==> config.mk <==
export PLATFORM = sky130hd
export DESIGN_NAME = hazard_ctrl
export DESIGN_NICKNAME = d
export VERILOG_FILES = /design/src/rtl/hazard_ctrl_pkg.sv /design/src/rtl/hazard_ctrl_reg_match.sv /design/src/rtl/hazard_ctrl.sv
export SDC_FILE = /design/constraint.sdc
export NUM_CORES = 1
export LEC_CHECK = 0
export ABC_AREA = 1
export ABC_CLOCK_PERIOD_IN_PS = 3400
export CAP_MARGIN = 10
export CORE_MARGIN = 4
export CORE_UTILIZATION = 56
export DETAILED_ROUTE_END_ITERATION = 16
export GPL_TIMING_DRIVEN = 0
export PLACE_DENSITY = 0.86
export SLEW_MARGIN = 20
export SYNTH_ARGS = -nofsm -noshare
export SYNTH_HDL_FRONTEND = slang
export SYNTH_SLANG_ARGS = --single-unit
==> constraint.sdc <==
create_clock -name clk -period 3.4 [get_ports clk]
set_clock_uncertainty 0.1 [all_clocks]
set_input_delay 1.02 -clock clk [delete_from_list [all_inputs] [get_ports clk]]
set_output_delay 1.02 -clock clk [all_outputs]
set_load 0.05 [all_outputs]
==> src/rtl/hazard_ctrl_pkg.sv <==
// Shared encodings for the hazard/stall controller: write-back source codes,
// controller state encoding and flush counter width.
package hazard_ctrl_pkg;

  typedef enum logic [1:0] {
    RegDst_FromALU = 2'd0,
    RegDst_FromMEM = 2'd1,
    RegDst_FromPC  = 2'd2,
    RegDst_FromCMP = 2'd3
  } regdst_e;

  typedef enum logic [1:0] {
    ST_RUN      = 2'd0,
    ST_FLUSH    = 2'd1,
    ST_MEM_WAIT = 2'd2
  } state_e;

  // Holds FLUSH_LEN-1 for FLUSH_LEN up to 7.
  localparam int FCTR_W = 3;

endpackage

==> src/rtl/hazard_ctrl_reg_match.sv <==
// Source/destination register comparator for load-use detection.
// x0 never matches.
module reg_match (
  input  logic       use_i,
  input  logic [4:0] rs_i,
  input  logic [4:0] rd_i,
  input  logic       qual_i,
  output logic       match_o
);

  assign match_o = use_i & qual_i & (rd_i != 5'd0) & (rs_i == rd_i);

endmodule

==> src/rtl/hazard_ctrl.sv <==
// Pipeline hazard/stall controller: load-use bubbles, redirect squash,
// data-memory freeze, plus stall and flush performance counters.
module hazard_ctrl #(
  parameter int FLUSH_LEN = 1,
  parameter int CNT_W     = 32
) (
  input  logic             clk,
  input  logic             rst,
  input  logic             id_valid,
  input  logic [4:0]       id_rs1,
  input  logic [4:0]       id_rs2,
  input  logic             id_use_rs1,
  input  logic             id_use_rs2,
  input  logic             ex_valid,
  input  logic             ex_regwr,
  input  logic [1:0]       ex_regdst,
  input  logic [4:0]       ex_rd,
  input  logic             ex_redirect,
  input  logic             mem_busy,
  output logic             pc_wr_en,
  output logic             ifid_wr_en,
  output logic             ifid_flush,
  output logic             idex_bubble,
  output logic             exmem_wr_en,
  output logic [CNT_W-1:0] stall_cycles,
  output logic [CNT_W-1:0] flush_events
);
  import hazard_ctrl_pkg::*;

  localparam logic [FCTR_W-1:0] FLUSH_INIT = FCTR_W'(FLUSH_LEN - 1);

  state_e              state_q, state_d;
  state_e              ret_q, ret_d;
  state_e              eff_state;
  logic [FCTR_W-1:0]   fctr_q, fctr_d;
  logic                pend_q, pend_d;
  logic [CNT_W-1:0]    stall_q, flush_q;
  logic                qual, m1, m2, lu, redir, apply_redir;

  assign qual = id_valid & ex_valid & ex_regwr & (ex_regdst == RegDst_FromMEM);

  reg_match u_match_rs1 (
    .use_i   (id_use_rs1),
    .rs_i    (id_rs1),
    .rd_i    (ex_rd),
    .qual_i  (qual),
    .match_o (m1)
  );

  reg_match u_match_rs2 (
    .use_i   (id_use_rs2),
    .rs_i    (id_rs2),
    .rd_i    (ex_rd),
    .qual_i  (qual),
    .match_o (m2)
  );

  assign lu = m1 | m2;

  // Once memory releases, MEM_WAIT behaves exactly like the state it interrupted.
  assign eff_state   = (state_q == ST_MEM_WAIT) ? ret_q : state_q;
  assign redir       = ex_redirect | pend_q;
  assign apply_redir = ~mem_busy & redir;

  always_ff @(posedge clk) begin
    if (rst) begin
      state_q <= ST_RUN;
      ret_q   <= ST_RUN;
      fctr_q  <= '0;
      pend_q  <= 1'b0;
    end else begin
      state_q <= state_d;
      ret_q   <= ret_d;
      fctr_q  <= fctr_d;
      pend_q  <= pend_d;
    end
  end

  always_comb begin
    state_d = state_q;
    ret_d   = ret_q;
    fctr_d  = fctr_q;
    pend_d  = pend_q;
    if (mem_busy) begin
      state_d = ST_MEM_WAIT;
      ret_d   = eff_state;
      pend_d  = pend_q | ex_redirect;
    end else if (redir) begin
      pend_d  = 1'b0;
      fctr_d  = FLUSH_INIT;
      state_d = (FLUSH_LEN > 1) ? ST_FLUSH : ST_RUN;
    end else if (eff_state == ST_FLUSH) begin
      fctr_d  = fctr_q - FCTR_W'(1);
      state_d = (fctr_q <= FCTR_W'(1)) ? ST_RUN : ST_FLUSH;
    end else begin
      state_d = ST_RUN;
    end
  end

  always_comb begin
    pc_wr_en    = 1'b1;
    ifid_wr_en  = 1'b1;
    ifid_flush  = 1'b0;
    idex_bubble = 1'b0;
    exmem_wr_en = 1'b1;
    if (rst) begin
      pc_wr_en    = 1'b0;
      ifid_wr_en  = 1'b0;
      exmem_wr_en = 1'b0;
      ifid_flush  = 1'b1;
      idex_bubble = 1'b1;
    end else if (mem_busy) begin
      pc_wr_en    = 1'b0;
      ifid_wr_en  = 1'b0;
      exmem_wr_en = 1'b0;
    end else if (redir || eff_state == ST_FLUSH) begin
      ifid_flush  = 1'b1;
      idex_bubble = 1'b1;
    end else if (lu) begin
      // One bubble is enough: the load then sits in MEM/WB and forwarding covers it.
      pc_wr_en    = 1'b0;
      ifid_wr_en  = 1'b0;
      idex_bubble = 1'b1;
    end
  end

  always_ff @(posedge clk) begin
    if (rst) begin
      stall_q <= '0;
      flush_q <= '0;
    end else begin
      if (!pc_wr_en)
        stall_q <= stall_q + CNT_W'(1);
      if (apply_redir)
        flush_q <= flush_q + CNT_W'(1);
    end
  end

  assign stall_cycles = stall_q;
  assign flush_events = flush_q;

endmodule

==> flow_summary_export.csv, run 1 <==
group,metric,value,unit
worst_setup_path,startpoint,"ex_redirect",
cts,ctsHtreeMaxLevel,3,
placement,io_buffers,94,
floorplanning,start_util,59.0,%
yosys,syn_area_per_cell,6.32,sq um
cells_and_area,fin_cells,961,
placement,dpl.hpwl,11100,um
yosys,synth_xor_area_share,3.39,%
timing,finalHoldViolations,0,
cells_and_area,fin_nets,883,
timing,finalCriticalPeriod,3.36,ns
yosys,netlist_instances,737,
global_routing,grt_util_met2,47.9,%
worst_setup_path,path_class,"input port to output pin",
flow_run,cap_viol_max_count,0,
worst_setup_path,r2r_slack,1.44,ns
timing,relSlewSlack,60.5,%
floorplanning,die_x,99.2,um
global_routing,grt-ovfl-total,0,
status,status,"completed",
yosys,ys.warnings.count,0,
yosys,ys_types,35,
yosys,synth_top_family_by_area,"simple AND/OR/NAND/NOR gates",
global_routing,grt_busiest_layer,"met2",
worst_setup_path,endpoint,"pc_wr_en",
yosys,ys_ff_latch,72,
worst_setup_path,arrival,2.24,ns
timing,fin_crit_sh,98.7,%
worst_setup_path,timing.rr.end,"flush_events[18]",
route,via_per_inst,5.58,
cells_and_area,drive_above_1_share,13.3,%
route,wire_per_inst,15.1,um
worst_setup_path,r2r-start,"flush_events[1]",
cells_and_area,layout_common_cells,"247 x nand2_1, 72 x nor2_1, 72 x dfxtp_1",
route,route.detailed.drc,0,
cells_and_area,diodes,0,
cts,clock_latency,0.36,ns
floorplanning,core-area,0.00789,sq mm
pwr,power_density,293,mW/mm^2
cts,root_buffer,"clkbuf_8",
route,first_pass_iters,5,
global_routing,use_met3,5.82,%
placement,place_ws,-0.954,ns
floorplanning,io_pins,95,
yosys,synthAdderAreaFrac,0.806,%
pwr,power_leakage,0.00230,uW
global_routing,antenna_found_initial,0,
cts,clock-sinks,72,
timing,setup_viol,0,
timing,hold_ws,0.390,ns
yosys,synth_seq_area_share,31.0,%
cts,numCtsBuffers,9,
worst_setup_path,critPathCaptureType,"output pin",
timing,tightest_slew,0.592,ns
yosys,synth_compound_area_share,9.78,%
route,dr.first_iter.drc_count,381,
global_routing,grt_use_met1,37.7,%
worst_setup_path,cp-start-kind,"input port",
floorplanning,row_count,32,
yosys,synth_mux_area_share,0,%
worst_setup_path,ff2ff_path_depth,8,
worst_setup_path,cp_max_fo,5,
floorplanning,dieArea,0.00983,sq mm
yosys,synth-simple-area-share,47.2,%
yosys,syn-num-nets,766,
timing,drv_slew,0,
cts,clock_path_buffers,2,
placement,place.gp.congestion,0.969,
placement,numPlacedInstances,933,
global_routing,grt_start_max_net_pins,14,
global_routing,grt_pass1_vias,5119,
cells_and_area,final_core_util,76.3,%
cells_and_area,layout_commonest_cell,"nand2_1",
hold_path,hold_path.class,"register to register",
pwr,vdd_drop_max,319,uV
cts,path_clk_slew,0.07,ns
global_routing,track_usage,29.3,%
cells_and_area,nFillCells,648,
timing,setup_ws,0.0447,ns
yosys,syn_area,0.00465,sq mm
route,vias,5365,
route,routed_wl,14500,um
timing,max_freq,298,MHz
route,ant_nets,0,
cts,tritoncts,"done",
floorplanning,die_h,99.2,um
global_routing,grt_pass1_wl,23500,um
cells_and_area,syn_to_final_growth,29.4,%
worst_setup_path,crit_required,2.28,ns
final cells by class:
type / instances / area [sq um] / share of cell area (%)
multi-input cells: 576 / 2900 / 48.1
flip-flops and latches: 72 / 1440 / 23.9
repair buffers: 106 / 990 / 16.4
inverters: 70 / 265 / 4.40
clock buffers: 10 / 128 / 2.12
well taps: 102 / 128 / 2.12
plain buffers: 19 / 105 / 1.75
clock inverters: 6 / 67.6 / 1.12
critical path: stages:
cell and delay [ns]:
clkdlybuf4s50_1 0.41, inv_2 0.07, nand2_4 0.09, nor2_4 0.14, nand3_4 0.10, nand2_4 0.09
inv_4 0.04, buf_4 0.13, buf_8 0.14
timing repair:
| item | CTS | global route |
|---|---|---|
| hold buffers | 0 | 0 |
| setup endpoints to repair | 5 | 4 |
| resized for setup | 63 | 12 |
| pin swaps | 16 | 3 |
| setup buffers | 7 | 5 |
sequential cells by signal, indices dropped and copies added (netlist names):
register      count
state_q           2
pend_q            1
stall_cycles     32
flush_events     32
ret_q             2
fctr_q            3
cell usage after synthesis:
master	count	area, sq um
a21oi_2	2	17.5
ha_1	3	37.5
xnor2_1	5	43.8
buf_2	3	15.0
o21ai_1	3	15.0
nor3_4	5	81.3
nand2_4	7	78.8
nand3_2	4	40.0
o211a_1	1	10.0
nor2_2	12	75.1
buf_4	1	7.51
nor3_1	18	90.1
inv_1	53	199
clkinv_1	1	3.75
o22ai_1	1	6.26
clkbuf_1	9	33.8
nor2_1	74	278
o21a_1	3	22.5
nand3_1	54	270
nand2_2	7	43.8
and3_4	1	11.3
o21ai_0	18	90.1
xor2_1	13	114
buf_6	3	33.8
nand3b_1	16	120
nand4_1	12	75.1
nand2_1	249	935
buf_1	3	11.3
dfxtp_1	72	1440
nor3_2	6	60.1
nor2_4	3	33.8
nor4_1	1	6.26
a21oi_1	57	285
inv_2	16	60.1
a31o_1	1	8.76
how the worst min path moves through the flow:
stage / to / from / slack, ns / depth (start not counted)
6_report: ret_q[1] / ret_q[1] / 0.39 / 2
5_1_grt: ret_q[1] / ret_q[1] / 0.40 / 2
4_1_cts: ret_q[1] / ret_q[1] / 0.37 / 2
3_5_place_dp: ret_q[1] / ret_q[1] / 0.36 / 2
3_3_place_gp: ret_q[0] / ret_q[0] / 0.34 / 2
2_1_floorplan: ret_q[1] / ret_q[1] / 0.33 / 2
stage by stage:
stage	instance area [sq um]	TNS, ns	total power, uW
after floorplan	4650	0	994
after global placement	5720	-3.82	1070
after detailed placement	5720	-3.95	1070
after CTS	5980	0	1750
after global routing	6020	-0.0113	1820
final	6020	0	1760
power breakdown:
part	leakage (uW)	internal, uW	switching [uW]
registers	0.000581	852	12.2
logic	0.00163	69.4	130
clock network	0.0000929	342	357
per-layer routing:
layer	up-vias	wire (um)
met5	-	0
met1	2429	5960
li1	2613	-
met2	282	6710
met4	0	388
met3	41	1460
cell families (layout without fill, tap and decap cells):
family          count (synthesis)  after routing
xor+xnor                       18             18
compound gates                 86             86
fa+ha+maj                       3              3
buf+inv                        89            211
simple gates                  469            469
flops                          72             72
No activity file was read; power rests on OpenSTA's default activity.
==> run 2, diff against run 1 <==
--- a/config.mk
+++ b/config.mk
@@ -13,6 +13,7 @@
 export DETAILED_ROUTE_END_ITERATION = 16
 export GPL_TIMING_DRIVEN = 0
 export PLACE_DENSITY = 0.86
+export RECOVER_POWER = 50
 export SLEW_MARGIN = 20
 export SYNTH_ARGS = -nofsm -noshare
 export SYNTH_HDL_FRONTEND = slang
==> run 2 against run 1 <==
Compared with the run above:
- clock-buffer cell count stayed put
- routed wire length grew 0.13%
- setup slack improved by 0.015 ns
- largest cell class unchanged
- register-to-register slack worse by 0.45 ns
- sequential power is essentially flat
- critical endpoint unchanged
- sequential share of layout area is 0.17 points higher
- design area shrank 0.71%
- critical path type unchanged
- first-iteration DRC count is 4.5% lower
- largest power group unchanged
- cell count unchanged
==> flow_summary_export.csv, run 2 (synthesized netlist as in run 1, its figures left out) <==
group,metric,value,unit
cts,tritoncts,"done",
global_routing,grt_start_max_net_pins,14,
cts,clock_path_buffers,2,
route,first_pass_iters,5,
cts,clock-sinks,72,
pwr,p_switching,494,uW
worst_setup_path,path_class,"input port to output pin",
timing,hold_ws,0.389,ns
cells_and_area,drive_above_1_share,12.3,%
placement,place_ws,-0.954,ns
pwr,vdd_drop_max,318,uV
route,ant_nets,0,
route,wire_per_inst,15.1,um
global_routing,antenna_found_initial,0,
timing,fin_crit_sh,98.3,%
cts,clock_latency,0.35,ns
timing,setup_viol,0,
floorplanning,die_h,99.2,um
floorplanning,core-area,0.00789,sq mm
worst_setup_path,critPathCaptureType,"output pin",
timing,max_freq,299,MHz
status,status,"completed",
cells_and_area,diodes,0,
hold_path,hold-path-endpoint,"ret_q[1]",
cts,numCtsBuffers,9,
route,via_per_inst,5.61,
placement,io_buffers,94,
timing,relSlewSlack,48.6,%
timing,drv_slew,0,
hold_path,whs_path_depth,2,
pwr,power_density,294,mW/mm^2
worst_setup_path,arrival,2.22,ns
timing,tightest_slew,0.765,ns
pwr,sw_frac_of_total,28.1,%
cells_and_area,layout_commonest_cell,"nand2_1",
floorplanning,die_x,99.2,um
pwr,pwr-share-seq,49.2,%
pwr,power_leakage,0.00228,uW
cts,path_clk_slew,0.07,ns
route,vias,5392,
route,routed_wl,14500,um
worst_setup_path,r2r_slack,0.99,ns
worst_setup_path,crit_required,2.28,ns
pwr,p_clk_share,39.5,%
timing,setup_ws,0.0593,ns
pwr,intPower,1260,uW
global_routing,track_usage,29.3,%
worst_setup_path,ff2ff_path_depth,9,
placement,place.gp.congestion,0.969,
cts,ctsHtreeMaxLevel,3,
cells_and_area,syn_to_final_growth,28.5,%
floorplanning,row_count,32,
worst_setup_path,timing.rr.end,"flush_events[15]",
cells_and_area,layout_common_cells,"248 x nand2_1, 74 x nor2_1, 72 x dfxtp_1",
cts,root_buffer,"clkbuf_8",
route,dr.first_iter.drc_count,364,
worst_setup_path,cp_max_fo,5,
hold_path,min_from,"ret_q[1]",
cts,hold_buffers,0,
floorplanning,io_pins,95,
floorplanning,start_util,59.0,%
flow_run,cap_viol_max_count,0,
timing,finalCriticalPeriod,3.34,ns
worst_setup_path,cp-start-kind,"input port",
global_routing,grt_pass1_wl,23500,um
route,route.detailed.drc,0,
timing,finalHoldViolations,0,
cells_and_area,fin_nets,883,
worst_setup_path,r2r-start,"pend_q",
global_routing,grt_pass1_vias,5119,
floorplanning,dieArea,0.00983,sq mm
placement,dpl.hpwl,11100,um
hold_path,hold_path.class,"register to register",
pwr,combinationalPowerShare,11.3,%
global_routing,grt-ovfl-total,0,
pwr,totalPowerFinal,1760,uW
-- run 2: how the worst max path moves through the flow --
stage / start / to / slack [ns] / cells after the start
after CTS: ex_redirect / pc_wr_en / 0.01 / 9
after global placement: ex_rd[3] / pc_wr_en / -0.94 / 10
after global routing: ex_rd[0] / pc_wr_en / -0.009 / 12
after detailed placement: ex_rd[2] / pc_wr_en / -0.95 / 10
final: ex_redirect / pc_wr_en / 0.06 / 9
after floorplan: ex_redirect / idex_bubble / 0.03 / 5
-- run 2: repair_timing --
item,in CTS,in global routing
endpoints found under the hold margin,0,0
pin swaps,16,3
setup endpoints to repair,5,4
setup buffers,7,5
gates resized for setup,63,12
-- run 2: per-layer routing --
layer	vias to the layer above	GRT usage [%]	part of all wire, %
li1	2610	-	-
met1	2449	37.7	42
met2	291	47.9	46
met3	42	5.82	9.0
met4	0	12.0	2.7
met5	-	0	0
-- run 2: power by group through the flow --
stage / Combinational [uW] / Sequential (uW) / Clock, uW
after floorplan: 91.7 / 902 / 0
after global placement: 185 / 882 / 0
after detailed placement: 190 / 883 / 0
after CTS: 190 / 863 / 701
after global routing: 215 / 865 / 739
final: 198 / 864 / 695
-- run 2: layout make-up --
cell class | instances | area (sq um)
Multi-Input combinational cell | 576 | 2860
Fill cell | 652 | 1910
Sequential cell | 72 | 1440
Timing Repair Buffer | 106 | 990
Inverter | 70 | 265
Clock buffer | 10 | 128
Tap cell | 102 | 128
Buffer | 19 | 105
Clock inverter | 6 | 67.6
-- run 2: worst max-delay path, cell delays in order --
cell,delay (ns)
clkdlybuf4s50_1,0.41
inv_2,0.07
nand2_4,0.08
nor2_4,0.14
nand3_4,0.10
nand2_4,0.09
inv_4,0.04
buf_4,0.13
buf_8,0.14
-- run 2: stage by stage --
| step | setup TNS, ns | cell area [sq um] | utilization (%) | std cells |
|---|---|---|---|---|
| global route | -0.00907 | 5980 | 75.8 | 961 |
| global placement | -3.82 | 5720 | 72.6 | 933 |
| CTS | 0 | 5980 | 75.8 | 956 |
| detailed placement | -3.95 | 5720 | 72.6 | 933 |
| finish | 0 | 5980 | 75.8 | 961 |
| floorplan | 0 | 4650 | - | 737 |
